<file path="config.mk">
export PLATFORM = sky130hd
export DESIGN_NAME = lpddr2_port_arbiter
export DESIGN_NICKNAME = d
export VERILOG_FILES = /design/src/rtl/lpddr2_port_arbiter.sv
export SDC_FILE = /design/constraint.sdc
export NUM_CORES = 1
export LEC_CHECK = 0
export BUFFER_PORTS_ARGS = -buffer_cell sky130_fd_sc_hd__buf_4
export CAP_MARGIN = 15
export CELL_PAD_IN_SITES_DETAIL_PLACEMENT = 0
export CELL_PAD_IN_SITES_GLOBAL_PLACEMENT = 1
export CORE_MARGIN = 3
export CORE_UTILIZATION = 35
export CTS_BUF_LIST = sky130_fd_sc_hd__clkbuf_4 sky130_fd_sc_hd__clkbuf_8
export DETAILED_ROUTE_END_ITERATION = 8
export PLACE_DENSITY = 0.84
export SYNTH_ARGS = -nofsm -noshare
export SYNTH_HDL_FRONTEND = slang
export SYNTH_SLANG_ARGS = --single-unit
</file>
<file path="constraint.sdc">
create_clock -name clk -period 2.38 [get_ports clk]
set_input_delay 0.238 -clock clk [delete_from_list [all_inputs] [get_ports clk]]
set_output_delay 0.238 -clock clk [all_outputs]
set_load 0.1 [all_outputs]
</file>
<file path="src/rtl/lpddr2_port_arbiter.sv">
// lpddr2_port_arbiter
// Shares the single LPDDR2 port between the instruction-fetch requester and
// the load/store data requester. One transaction is in flight at a time:
// IDLE arbitrates (round-robin on contention), WAIT holds the registered
// command until ack or timeout, DONE pulses the granted requester's done.
// All outputs are registered; a hung memory is cut off by a WAIT-cycle
// counter that returns ERR_DATA and raises a sticky error flag.
module lpddr2_port_arbiter #(
    parameter int unsigned       ADDR_W         = 27,
    parameter int unsigned       DATA_W         = 32,
    parameter int unsigned       TIMEOUT_CYCLES = 1024,
    parameter logic [DATA_W-1:0] ERR_DATA       = 32'hDEADBEEF
) (
    input  logic              clk,
    input  logic              rst,
    input  logic              if_req,
    input  logic [ADDR_W-1:0] if_addr,
    output logic [DATA_W-1:0] if_rdata,
    output logic              if_done,
    input  logic              d_rreq,
    input  logic              d_wreq,
    input  logic [ADDR_W-1:0] d_addr,
    input  logic [DATA_W-1:0] d_wdata,
    output logic [DATA_W-1:0] d_rdata,
    output logic              d_done,
    output logic [ADDR_W-1:0] lpddr2_address,
    output logic [DATA_W-1:0] lpddr2_write_data,
    input  logic [DATA_W-1:0] lpddr2_read_data,
    output logic              lpddr2_rreq,
    output logic              lpddr2_wreq,
    input  logic              lpddr2_ack,
    output logic              busy,
    output logic              timeout_err
);

    localparam int unsigned      CNT_W     = $clog2(TIMEOUT_CYCLES);
    localparam logic [CNT_W-1:0] CNT_LIMIT = CNT_W'(TIMEOUT_CYCLES - 1);

    typedef enum logic [1:0] {
        ST_IDLE = 2'd0,
        ST_WAIT = 2'd1,
        ST_DONE = 2'd2
    } state_t;

    typedef enum logic {
        GNT_FETCH = 1'b0,
        GNT_DATA  = 1'b1
    } grant_t;

    // Registered state
    state_t              state_r;
    grant_t              last_grant_r;
    logic                op_write_r;
    logic [CNT_W-1:0]    cnt_r;
    logic [ADDR_W-1:0]   addr_r;
    logic [DATA_W-1:0]   wdata_r;
    logic                rreq_r;
    logic                wreq_r;
    logic [DATA_W-1:0]   if_rdata_r;
    logic [DATA_W-1:0]   d_rdata_r;
    logic                if_done_r;
    logic                d_done_r;
    logic                busy_r;
    logic                timeout_err_r;

    // Next-state values
    state_t              state_s;
    grant_t              last_grant_s;
    grant_t              grant_s;
    logic                op_write_s;
    logic [CNT_W-1:0]    cnt_s;
    logic [ADDR_W-1:0]   addr_s;
    logic [DATA_W-1:0]   wdata_s;
    logic                rreq_s;
    logic                wreq_s;
    logic [DATA_W-1:0]   if_rdata_s;
    logic [DATA_W-1:0]   d_rdata_s;
    logic                if_done_s;
    logic                d_done_s;
    logic                timeout_err_s;
    logic                busy_s;
    logic [DATA_W-1:0]   rsp_data_s;
    logic                d_active_s;

    assign d_active_s = d_rreq | d_wreq;

    // Next-state and registered-output computation for the arbiter FSM
    always_comb begin
        state_s       = state_r;
        last_grant_s  = last_grant_r;
        grant_s       = last_grant_r;
        op_write_s    = op_write_r;
        cnt_s         = cnt_r;
        addr_s        = addr_r;
        wdata_s       = wdata_r;
        rreq_s        = rreq_r;
        wreq_s        = wreq_r;
        if_rdata_s    = if_rdata_r;
        d_rdata_s     = d_rdata_r;
        if_done_s     = 1'b0;
        d_done_s      = 1'b0;
        timeout_err_s = timeout_err_r;
        rsp_data_s    = {DATA_W{1'b0}};

        case (state_r)
            ST_IDLE: begin
                if (if_req || d_active_s) begin
                    // Round-robin only matters when both are asking
                    if (if_req && d_active_s) begin
                        grant_s = (last_grant_r == GNT_FETCH) ? GNT_DATA : GNT_FETCH;
                    end else if (d_active_s) begin
                        grant_s = GNT_DATA;
                    end else begin
                        grant_s = GNT_FETCH;
                    end
                    last_grant_s = grant_s;
                    cnt_s        = {CNT_W{1'b0}};
                    state_s      = ST_WAIT;
                    if (grant_s == GNT_DATA) begin
                        addr_s = d_addr;
                        // A write wins if the data port raises both strobes
                        if (d_wreq) begin
                            wdata_s    = d_wdata;
                            wreq_s     = 1'b1;
                            rreq_s     = 1'b0;
                            op_write_s = 1'b1;
                        end else begin
                            wreq_s     = 1'b0;
                            rreq_s     = 1'b1;
                            op_write_s = 1'b0;
                        end
                    end else begin
                        addr_s     = if_addr;
                        wreq_s     = 1'b0;
                        rreq_s     = 1'b1;
                        op_write_s = 1'b0;
                    end
                end else begin
                    state_s = ST_IDLE;
                end
            end

            ST_WAIT: begin
                // Ack takes priority over the timeout limit in the same cycle
                if (lpddr2_ack || (cnt_r == CNT_LIMIT)) begin
                    rreq_s  = 1'b0;
                    wreq_s  = 1'b0;
                    cnt_s   = {CNT_W{1'b0}};
                    state_s = ST_DONE;
                    if (lpddr2_ack) begin
                        rsp_data_s = lpddr2_read_data;
                    end else begin
                        rsp_data_s    = ERR_DATA;
                        timeout_err_s = 1'b1;
                    end
                    if (last_grant_r == GNT_DATA) begin
                        d_done_s = 1'b1;
                        if (!op_write_r) begin
                            d_rdata_s = rsp_data_s;
                        end else begin
                            d_rdata_s = d_rdata_r;
                        end
                    end else begin
                        if_done_s = 1'b1;
                        if (!op_write_r) begin
                            if_rdata_s = rsp_data_s;
                        end else begin
                            if_rdata_s = if_rdata_r;
                        end
                    end
                end else begin
                    cnt_s = cnt_r + {{(CNT_W-1){1'b0}}, 1'b1};
                end
            end

            ST_DONE: begin
                state_s = ST_IDLE;
            end

            default: begin
                state_s = ST_IDLE;
                rreq_s  = 1'b0;
                wreq_s  = 1'b0;
                cnt_s   = {CNT_W{1'b0}};
            end
        endcase

        busy_s = (state_s != ST_IDLE);
    end

    // State and output registers; reset aborts any transaction without a done pulse
    always_ff @(posedge clk or negedge rst) begin
        if (!rst) begin
            state_r       <= ST_IDLE;
            last_grant_r  <= GNT_DATA;
            op_write_r    <= 1'b0;
            cnt_r         <= {CNT_W{1'b0}};
            addr_r        <= {ADDR_W{1'b0}};
            wdata_r       <= {DATA_W{1'b0}};
            rreq_r        <= 1'b0;
            wreq_r        <= 1'b0;
            if_rdata_r    <= {DATA_W{1'b0}};
            d_rdata_r     <= {DATA_W{1'b0}};
            if_done_r     <= 1'b0;
            d_done_r      <= 1'b0;
            busy_r        <= 1'b0;
            timeout_err_r <= 1'b0;
        end else begin
            state_r       <= state_s;
            last_grant_r  <= last_grant_s;
            op_write_r    <= op_write_s;
            cnt_r         <= cnt_s;
            addr_r        <= addr_s;
            wdata_r       <= wdata_s;
            rreq_r        <= rreq_s;
            wreq_r        <= wreq_s;
            if_rdata_r    <= if_rdata_s;
            d_rdata_r     <= d_rdata_s;
            if_done_r     <= if_done_s;
            d_done_r      <= d_done_s;
            busy_r        <= busy_s;
            timeout_err_r <= timeout_err_s;
        end
    end

    assign if_rdata          = if_rdata_r;
    assign if_done           = if_done_r;
    assign d_rdata           = d_rdata_r;
    assign d_done            = d_done_r;
    assign lpddr2_address    = addr_r;
    assign lpddr2_write_data = wdata_r;
    assign lpddr2_rreq       = rreq_r;
    assign lpddr2_wreq       = wreq_r;
    assign busy              = busy_r;
    assign timeout_err       = timeout_err_r;

endmodule

</file>
==> results of run 1 <==
-- path summary, 6_finish.rpt --
kind	from	slack, ns	end	cells after the start
worst max-delay path	cnt_r[0]	0.24	d_rdata[10]	6
worst min-delay path	d_wdata[2]	0.05	lpddr2_write_data[2]	2
worst max register to register	cnt_r[0]	0.24	d_rdata[10]	6
worst min register to register	lpddr2_address[25]	0.48	lpddr2_address[25]	2
max in group asynchronous	rst	1.40	last_grant_r	3
min in group asynchronous	rst	0.30	if_rdata[19]	2
-- Yosys cell counts, types with 2 or more instances --
library cell,instances
nand2_1,40
o31ai_1,2
o21ai_0,34
a22o_1,2
buf_4,3
and2_1,9
nand2b_1,25
dfrtp_1,142
xnor2_1,4
buf_2,3
nor3_1,2
mux2_2,94
nor2_1,11
a21oi_1,3
nor4_1,2
clkbuf_1,13
o41ai_1,2
buf_6,3
nand3_1,8
nand4_1,2
mux2i_1,27
mux2_1,2
-- flip-flops by register name, summed over array words and instances (netlist names), 2 cells and up --
| name | cells |
|---|---|
| cnt_r | 10 |
| d_rdata | 32 |
| if_rdata | 32 |
| lpddr2_address | 27 |
| lpddr2_write_data | 32 |
| state_r | 2 |
-- critical path, stage by stage, from the launching register on --
cell and delay, ns:
dfrtp_1 0.43, ha_1 0.25, and3_1 0.24, a41oi_4 0.18, nor4b_4 0.29, buf_12 0.25, mux2_2 0.36
-- what timing repair did --
action,4_1_cts,5_1_grt
endpoints found under the hold margin,77,0
hold buffers,32,0
gates resized for setup,0,0
-- per-layer routing --
metal  global-route usage [%]  part of all wire, %
met4                    6.541                  2.2
met3                    6.434                  9.0
met5                        0                    0
met2                    29.11                   50
met1                    20.96                   39
-- metrics by stage --
stage	hold slack (ns)	utilization, %	worst slack [ns]	area [um^2]
finish	0.05006	53.47	0.2399	8899
global route	0.01285	53.47	0.1240	8899
CTS	0.0002517	53.47	0.2234	8899
detailed placement	0.2079	49.04	0.2608	8162
global placement	0.1997	49.04	0.3144	8162
floorplan	-0.05759	-	0.3509	5987
-- area by class of cell --
class                           instances  area (um^2)  area share (%)
Inverter                                1        3.754         0.04218
Multi-Input combinational cell        285         2297           25.82
Timing Repair Buffer                  292         2326           26.14
Sequential cell                       143         3580           40.23
Clock buffer                           18        247.7           2.784
Tap cell                              220        275.3           3.093
Clock inverter                         14        168.9           1.898
-- cell families (layout without fill, tap and decap cells) --
group                    after synthesis  count (layout)  synth area share (%)
adder cells (fa/ha/maj)                1               1                0.2090
buffers and inverters                 23             325                 2.069
AO/OA/AOI/OAI                         47              47                 4.765
multiplexers                         123             123                 22.57
XOR/XNOR                               4               4                0.5851
flip-flops                           143             143                 59.79
AND/OR/NAND/NOR                      110             110                 10.01
==> flow_summary.ini, run 1 <==
[floorplanning]
die_x_um = 136.8
num_io_pins = 253
dieArea_um2 = 18710
rows = 47
die_h_um = 136.8
start_util_pct = 35.97
core_area_um2 = 16640

[clocking]
clockBufferDepth = 2
cts_made_buffers = 17
clk_pin_slew_ns = 0.09
clock_latency_ns = 0.44
cts_tree = done
cts_max_level = 4
post_cts_buffers = 0
root_buffer = clkbuf_8
cts_sinks = 143

[yosys]
synth_edf_count = 0
ys_types = 40
syn_nets = 576
synth_seq_cells = 143
yosysTopAreaCellShare_pct = 59.35
async_reset_ff_share_pct = 100.0
synthCells = 451
synth_area_um2 = 5987
synthTopCellsByArea = dfrtp_1 (59%), mux2_2 (18%), mux2i_1 (4.5%)
yosysTopAreaCell = dfrtp_1
synth-main-ff-cell = dfrtp_1
seq_area_frac_synth_pct = 59.79
synth_warnings = 0
syn-mean-instance-area_um2 = 13.27

[global_routing]
grt_usage_pct = 17.56
grt_pass1_wl_mm = 25.27
antenna_found_initial = 0
grt_pass1_vias = 4815
grt_overflow = 0
grt_max_degree = 58

[layout]
area_delta_synth_final_pct = 48.63
final.fill_count = 1397
mostFrequentLayoutCell = buf_4
drive_gt1_share_pct = 52.46
most-common-layout-cells = buf_4 (255), dfrtp_1 (142), mux2_2 (94)
fin_nets = 865
final_cells = 973
diodes = 0

[placed_design]
routabilityCongestion = 0.8368
hpwl_mm = 12.03
dp.cells = 909
port-buffer-count = 252

[routing]
finalWirelength_mm = 16.38
drc = 0
drt_pass1_iterations = 4
drt-vias-per-instance = 4.749
wl_per_cell_um = 16.84
ant_nets = 0
drt_iter0_markers = 174
vias = 4621

[worst_setup_path]
worstPathArrival_ns = 2.45
crit_required_ns = 2.69
crit_fanout = 32
end_kind = flip-flop
critPathLaunchType = flip-flop
critical_path_class = reg -> reg

[job]
cap_violations = 0

[worst_hold_path]
hp-class = in -> reg

[timing]
finalSetupTns_ns = 0
fin_crit_sh_pct = 89.92
setup_violations = 0
worst_clock_skew_ns = 0.01521
timing.slew.headroom_pct = 55.65
rsz0062_at_grt = no
tightest_slew_ns = 0.6598
hold_viol = 0
max_freq_mhz = 467.3
fin_crit_ns = 2.140
drv_slew = 0

[run_status]
outcome = finished, final reports clean
Power of run 1 is left out: the tool's default activity adds up to more than one toggle a clock period on the data nets, which glitch-free logic cannot reach.
==> run 2, diff against run 1 <==
Settings changed: BUFFER_PORTS_ARGS -buffer_cell sky130_fd_sc_hd__buf_4 to not set, CTS_BUF_LIST sky130_fd_sc_hd__clkbuf_4 sky130_fd_sc_hd__clkbuf_8 to not set, DONT_BUFFER_PORTS set to 1, PLACE_DENSITY 0.84 to 0.68.
==> run 2 against run 1 <==
The flow now finishes with violations (negative hold slack). Sequential share of layout area rose by 8.7 points. Register-to-register slack got worse by 0.02 ns. First-iteration DRC count fell by 29%. Hold slack got worse by 0.53 ns. Critical path depth did not move. Core utilization fell by 9.5 points. Routed wire length fell by 15%. Final cell count fell by 25%. Die area did not move. Design area fell by 18%. Clock skew fell by 0.0083 ns.
==> flow_summary.ini, run 2 (same netlist as run 1, synthesis figures left out) <==
[run_status]
outcome = complete, but fails checks
violations = negative hold slack

[floorplanning]
die_x_um = 136.8
core_area_um2 = 16640
start_util_pct = 35.97
num_io_pins = 253
dieArea_um2 = 18710
rows = 47
die_h_um = 136.8

[timing]
setup_violations = 0
timing.slew.headroom_pct = 36.96
drv_slew = 0
fin_crit_sh_pct = 90.95
rsz0062_at_grt = no
holdWs_ns = -0.4754
max_freq_mhz = 462.0
fin_crit_ns = 2.165
tightest_slew_ns = 0.9456
finalSetupTns_ns = 0
worst_clock_skew_ns = 0.006875
hold_viol = 143

[job]
cap_violations = 0

[clocking]
cts_max_level = 4
cts_hold_buf = 33
cts_tree = done
post_cts_buffers = 0
cts_sinks = 143
post_cts_resized = 0
clockBufferDepth = 2
cts_made_buffers = 17
clk_pin_slew_ns = 0.06
root_buffer = clkbuf_16
clock_latency_ns = 0.41

[worst_setup_path]
critical-path-max-stage-delay_ns = 0.42
critPathLaunchType = flip-flop
path_buf_inv = 1
end_kind = flip-flop
cpMaxStageDelayCell = dfrtp_1
crit_family = simple AND/OR/NAND/NOR gates
worstPathArrival_ns = 2.45
crit_fanout = 32
r2r-start = cnt_r[0]
startpoint = cnt_r[0]
path_cells = ha_1 -> and3_1 -> a41oi_4 -> nor4b_4 -> buf_12 -> mux2_2
crit_required_ns = 2.67
critical_path_class = reg -> reg

[placed_design]
routabilityCongestion = 0.7780
port-buffer-count = 0
hpwl_mm = 9.743

[layout]
fin_nets = 625
area_delta_synth_final_pct = 22.13
drive_gt1_share_pct = 29.82
most-common-layout-cells = dfrtp_1 (142), mux2_2 (94), nand2_1 (40)
final.fill_count = 1550
mostFrequentLayoutCell = dfrtp_1
diodes = 0

[global_routing]
grt_pass1_wl_mm = 21.47
grt_usage_pct = 14.86
grt_max_degree = 144
grt_pass1_vias = 4042
antenna_found_initial = 0
grt_overflow = 0

[routing]
drt_pass1_iterations = 4
drt-vias-per-instance = 5.030
drc = 0
drt_iter0_markers = 123
ant_nets = 0
finalWirelength_mm = 13.92
vias = 3687
wl_per_cell_um = 18.99

[worst_hold_path]
hp-class = in -> async
## run 2: changes by cell type in the layout (fill, tap and decap cells not counted), sizes merged
| cell | change |
|---|---|
| clkinv | +1 |
| inv | -2 |
| clkinvlp | -1 |
| bufinv | +2 |
| dlygate4sd3 | +1 |
| buf | -241 |
## run 2: per-stage QoR
stage	hold WS, ns	instance area [um^2]	std cells	utilization (%)	setup WS (ns)
after CTS	-0.5054	7312	733	43.94	0.2102
after global routing	-0.5098	7312	733	43.94	0.09858
after floorplan	-0.05759	5987	451	-	0.3509
after detailed placement	-0.05372	6349	668	38.15	0.2313
after global placement	-0.05397	6349	668	38.15	0.2919
final	-0.4754	7312	733	43.94	0.2154
## run 2: final cells by class
type                    instances  area (um^2)  area share (%)
well taps                     220        275.3           3.765
inverters                       1        3.754         0.05133
multi-input cells             285         2297           31.42
clock buffers                  18        429.2           5.869
flip-flops and latches        143         3580           48.96
clock inverters                14        203.9           2.789
repair buffers                 52        523.0           7.153
## run 2: worst paths after layout
| kind | to | slack, ns | cells past startpoint |
|---|---|---|---|
| min in group clk | lpddr2_rreq | 0.03 | 3 |
| max in group asynchronous | lpddr2_address[17] | 2.66 | 0 |
| max reg2reg | d_rdata[21] | 0.22 | 6 |
| min | busy | -0.48 | 0 |
| max | d_rdata[21] | 0.22 | 6 |
| min reg2reg | timeout_err | 0.48 | 2 |
## run 2: per-layer routing
layer	track usage, %	routed length, um	vias to the layer above
met5	0	0	-
met4	4.989	221	0
met3	7.978	1892	14
met2	23.85	6526	208
met1	17.00	5279	1786
li1	-	-	1679
## run 2: worst register-to-register path, delay by kind of cell (launching register included)
kind	cells	cell delay (ns)
multiplexers	1	0.38
buffers and inverters	1	0.25
flip-flops	1	0.42
AND/OR/NAND/NOR	2	0.55
adder cells (fa/ha/maj)	1	0.27
AO/OA/AOI/OAI	1	0.19
Power of run 2 is left out for the same reason.
==> run 3, diff against run 2 <==
Settings changed: ABC_AREA set to 1, CTS_BUF_LIST set to sky130_fd_sc_hd__clkbuf_8, PLACE_DENSITY 0.68 to 0.71.
==> run 3 against run 2 <==
The flow still finishes with violations (negative hold slack). Global-route usage increased by 2.1 points. Core utilization increased by 6.9 points. Critical endpoint is now d_rdata[15]. Area after synthesis increased by 0.86%. Via count increased by 42%. Synthesized cell count increased by 46%. Critical path type unchanged. Clock skew increased by 0.011 ns. Maximum frequency increased by 0.62%. Flip-flop and latch count unchanged.
==> flow_summary.ini, run 3 <==
[worst_setup_path]
end_kind = flip-flop
path_cells = ha_1 -> nand2_1 -> nor2_2 -> nand2_4 -> nand2_8 -> nand3_2 -> o21ai_1
regToRegSetupSlack_ns = 0.23
r2r_cells = 7
r2r-start = cnt_r[0]
critical-path-max-stage-delay_ns = 0.56
critPathLaunchType = flip-flop
cpMaxStageDelayCell = nand3_2
rr_endpoint = d_rdata[15]
worstPathArrival_ns = 2.49
critical_path_class = reg -> reg
crit_required_ns = 2.71
crit_fanout = 32

[job]
cap_violations = 0

[global_routing]
grt_pass1_wl_mm = 25.19
grt_pass1_vias = 5144
grt_max_degree = 144
antenna_found_initial = 1
grt_overflow = 0
grt_usage_pct = 16.95

[floorplanning]
dieArea_um2 = 18860
die_h_um = 137.3
die_x_um = 137.3
rows = 47
num_io_pins = 253
start_util_pct = 36.03
core_area_um2 = 16760

[routing]
ant_nets = 0
drt_iter0_markers = 325
wl_per_cell_um = 14.85
vias = 5239
drc = 0
finalWirelength_mm = 16.50
drt-vias-per-instance = 4.716
drt_pass1_iterations = 6

[clocking]
clock_latency_ns = 0.44
cts_tree = done
cts_hold_buf = 113
cts_made_buffers = 17
post_cts_resized = 0
clk_pin_slew_ns = 0.09
cts_sinks = 143
root_buffer = clkbuf_8
cts_max_level = 4
clockBufferDepth = 2

[timing]
fin_crit_sh_pct = 90.39
fin_crit_ns = 2.151
max_freq_mhz = 464.8
tightest_slew_ns = 0.9465
layout_setup_ws_ns = 0.2287
holdWs_ns = -0.5121
setup_violations = 0
rsz0062_at_grt = yes
hold_viol = 143
timing.slew.headroom_pct = 36.94
worst_clock_skew_ns = 0.01748
drv_slew = 0
finalSetupTns_ns = 0

[yosys]
synthCells = 659
yosysTopAreaCell = dfrtp_1
seq_area_frac_synth_pct = 59.28
ys_types = 30
synth_edf_count = 0
syn-mean-instance-area_um2 = 9.163
async_reset_ff_share_pct = 100.0
synthTopCellsByCount = nand2_1 (180), dfrtp_1 (142), o21ai_1 (84)
synth-main-ff-cell = dfrtp_1
synthTopCellsByArea = dfrtp_1 (59%), nand2_1 (11%), o21ai_1 (7.0%)
synth_area_um2 = 6038
synth_seq_cells = 143
yosysMostFrequentCell = nand2_1
synth_warnings = 0
syn_nets = 784
yosysTopAreaCellShare_pct = 58.85

[layout]
multi_input_area_um2 = 2017
drive_gt1_share_pct = 20.54
diodes = 0
regArea_um2 = 3580
most-common-layout-cells = nand2_1 (180), dfrtp_1 (142), buf_4 (119)
final.fill_count = 1507
area_delta_synth_final_pct = 41.23
fin_nets = 1003
mostFrequentLayoutCell = nand2_1

[placed_design]
port-buffer-count = 0
pre_cts_slack_ns = 0.2487
hpwl_mm = 10.94
routabilityCongestion = 0.8173

[worst_hold_path]
hp-class = in -> async

[run_status]
outcome = complete, but fails checks
violations = negative hold slack
==> run 3: cells by family after synthesis <==
kind of cell,synth area share (%)
simple gates,18.34
buf+inv,7.625
fa+ha+maj,0.2072
flops,59.28
compound gates,14.55
==> run 3: worst max path at each step <==
| stage | startpoint | end | cells after the start | slack, ns |
|---|---|---|---|---|
| 5_1_grt | cnt_r[0] | if_rdata[0] | 8 | -0.008 |
| 3_3_place_gp | cnt_r[0] | d_rdata[22] | 8 | 0.31 |
| 6_report | cnt_r[0] | d_rdata[15] | 7 | 0.23 |
| 4_1_cts | cnt_r[0] | d_rdata[26] | 8 | 0.21 |
| 2_1_floorplan | cnt_r[0] | if_rdata[24] | 9 | 0.85 |
| 3_5_place_dp | cnt_r[0] | d_rdata[26] | 8 | 0.25 |
==> run 3: per-stage QoR <==
step	utilization, %	hold slack [ns]	instances	instance area, um^2
finish	50.88	-0.5121	1111	8528
detailed placement	41.58	-0.05292	965	6969
global placement	41.58	-0.05165	965	6969
floorplan	-	-0.05759	659	6038
CTS	50.82	-0.5578	1110	8518
global route	50.88	-0.5611	1111	8528
==> run 3: critical path, delay by kind of cell, from the launching register on <==
family / cells / cell delay [ns]
compound gates: 1 / 0.36
fa+ha+maj: 1 / 0.22
flops: 1 / 0.44
simple gates: 5 / 1.02
==> run 3: layout make-up <==
cell class	instances	area share, %
tap	220	3.228
inverter	51	2.274
clock buffer	18	2.905
timing repair buffer	233	23.97
sequential	143	41.97
multi-input combinational	432	23.65
clock inverter	14	1.995
==> run 3: repair_timing <==
| action | 4_1_cts | 5_1_grt |
|---|---|---|
| setup endpoints to repair | 0 | 2 |
| setup buffers | 0 | 0 |
| endpoints found under the hold margin | 265 | 143 |
==> run 3: per-layer routing <==
metal / vias up / global-route usage, % / wire length [um]
li1: 2555 / - / -
met1: 2422 / 21.21 / 6956
met2: 236 / 27.66 / 7722
met3: 24 / 5.369 / 1517
met4: 2 / 6.098 / 286
met5: - / 0 / 13
Power of run 3 is left out for the same reason.
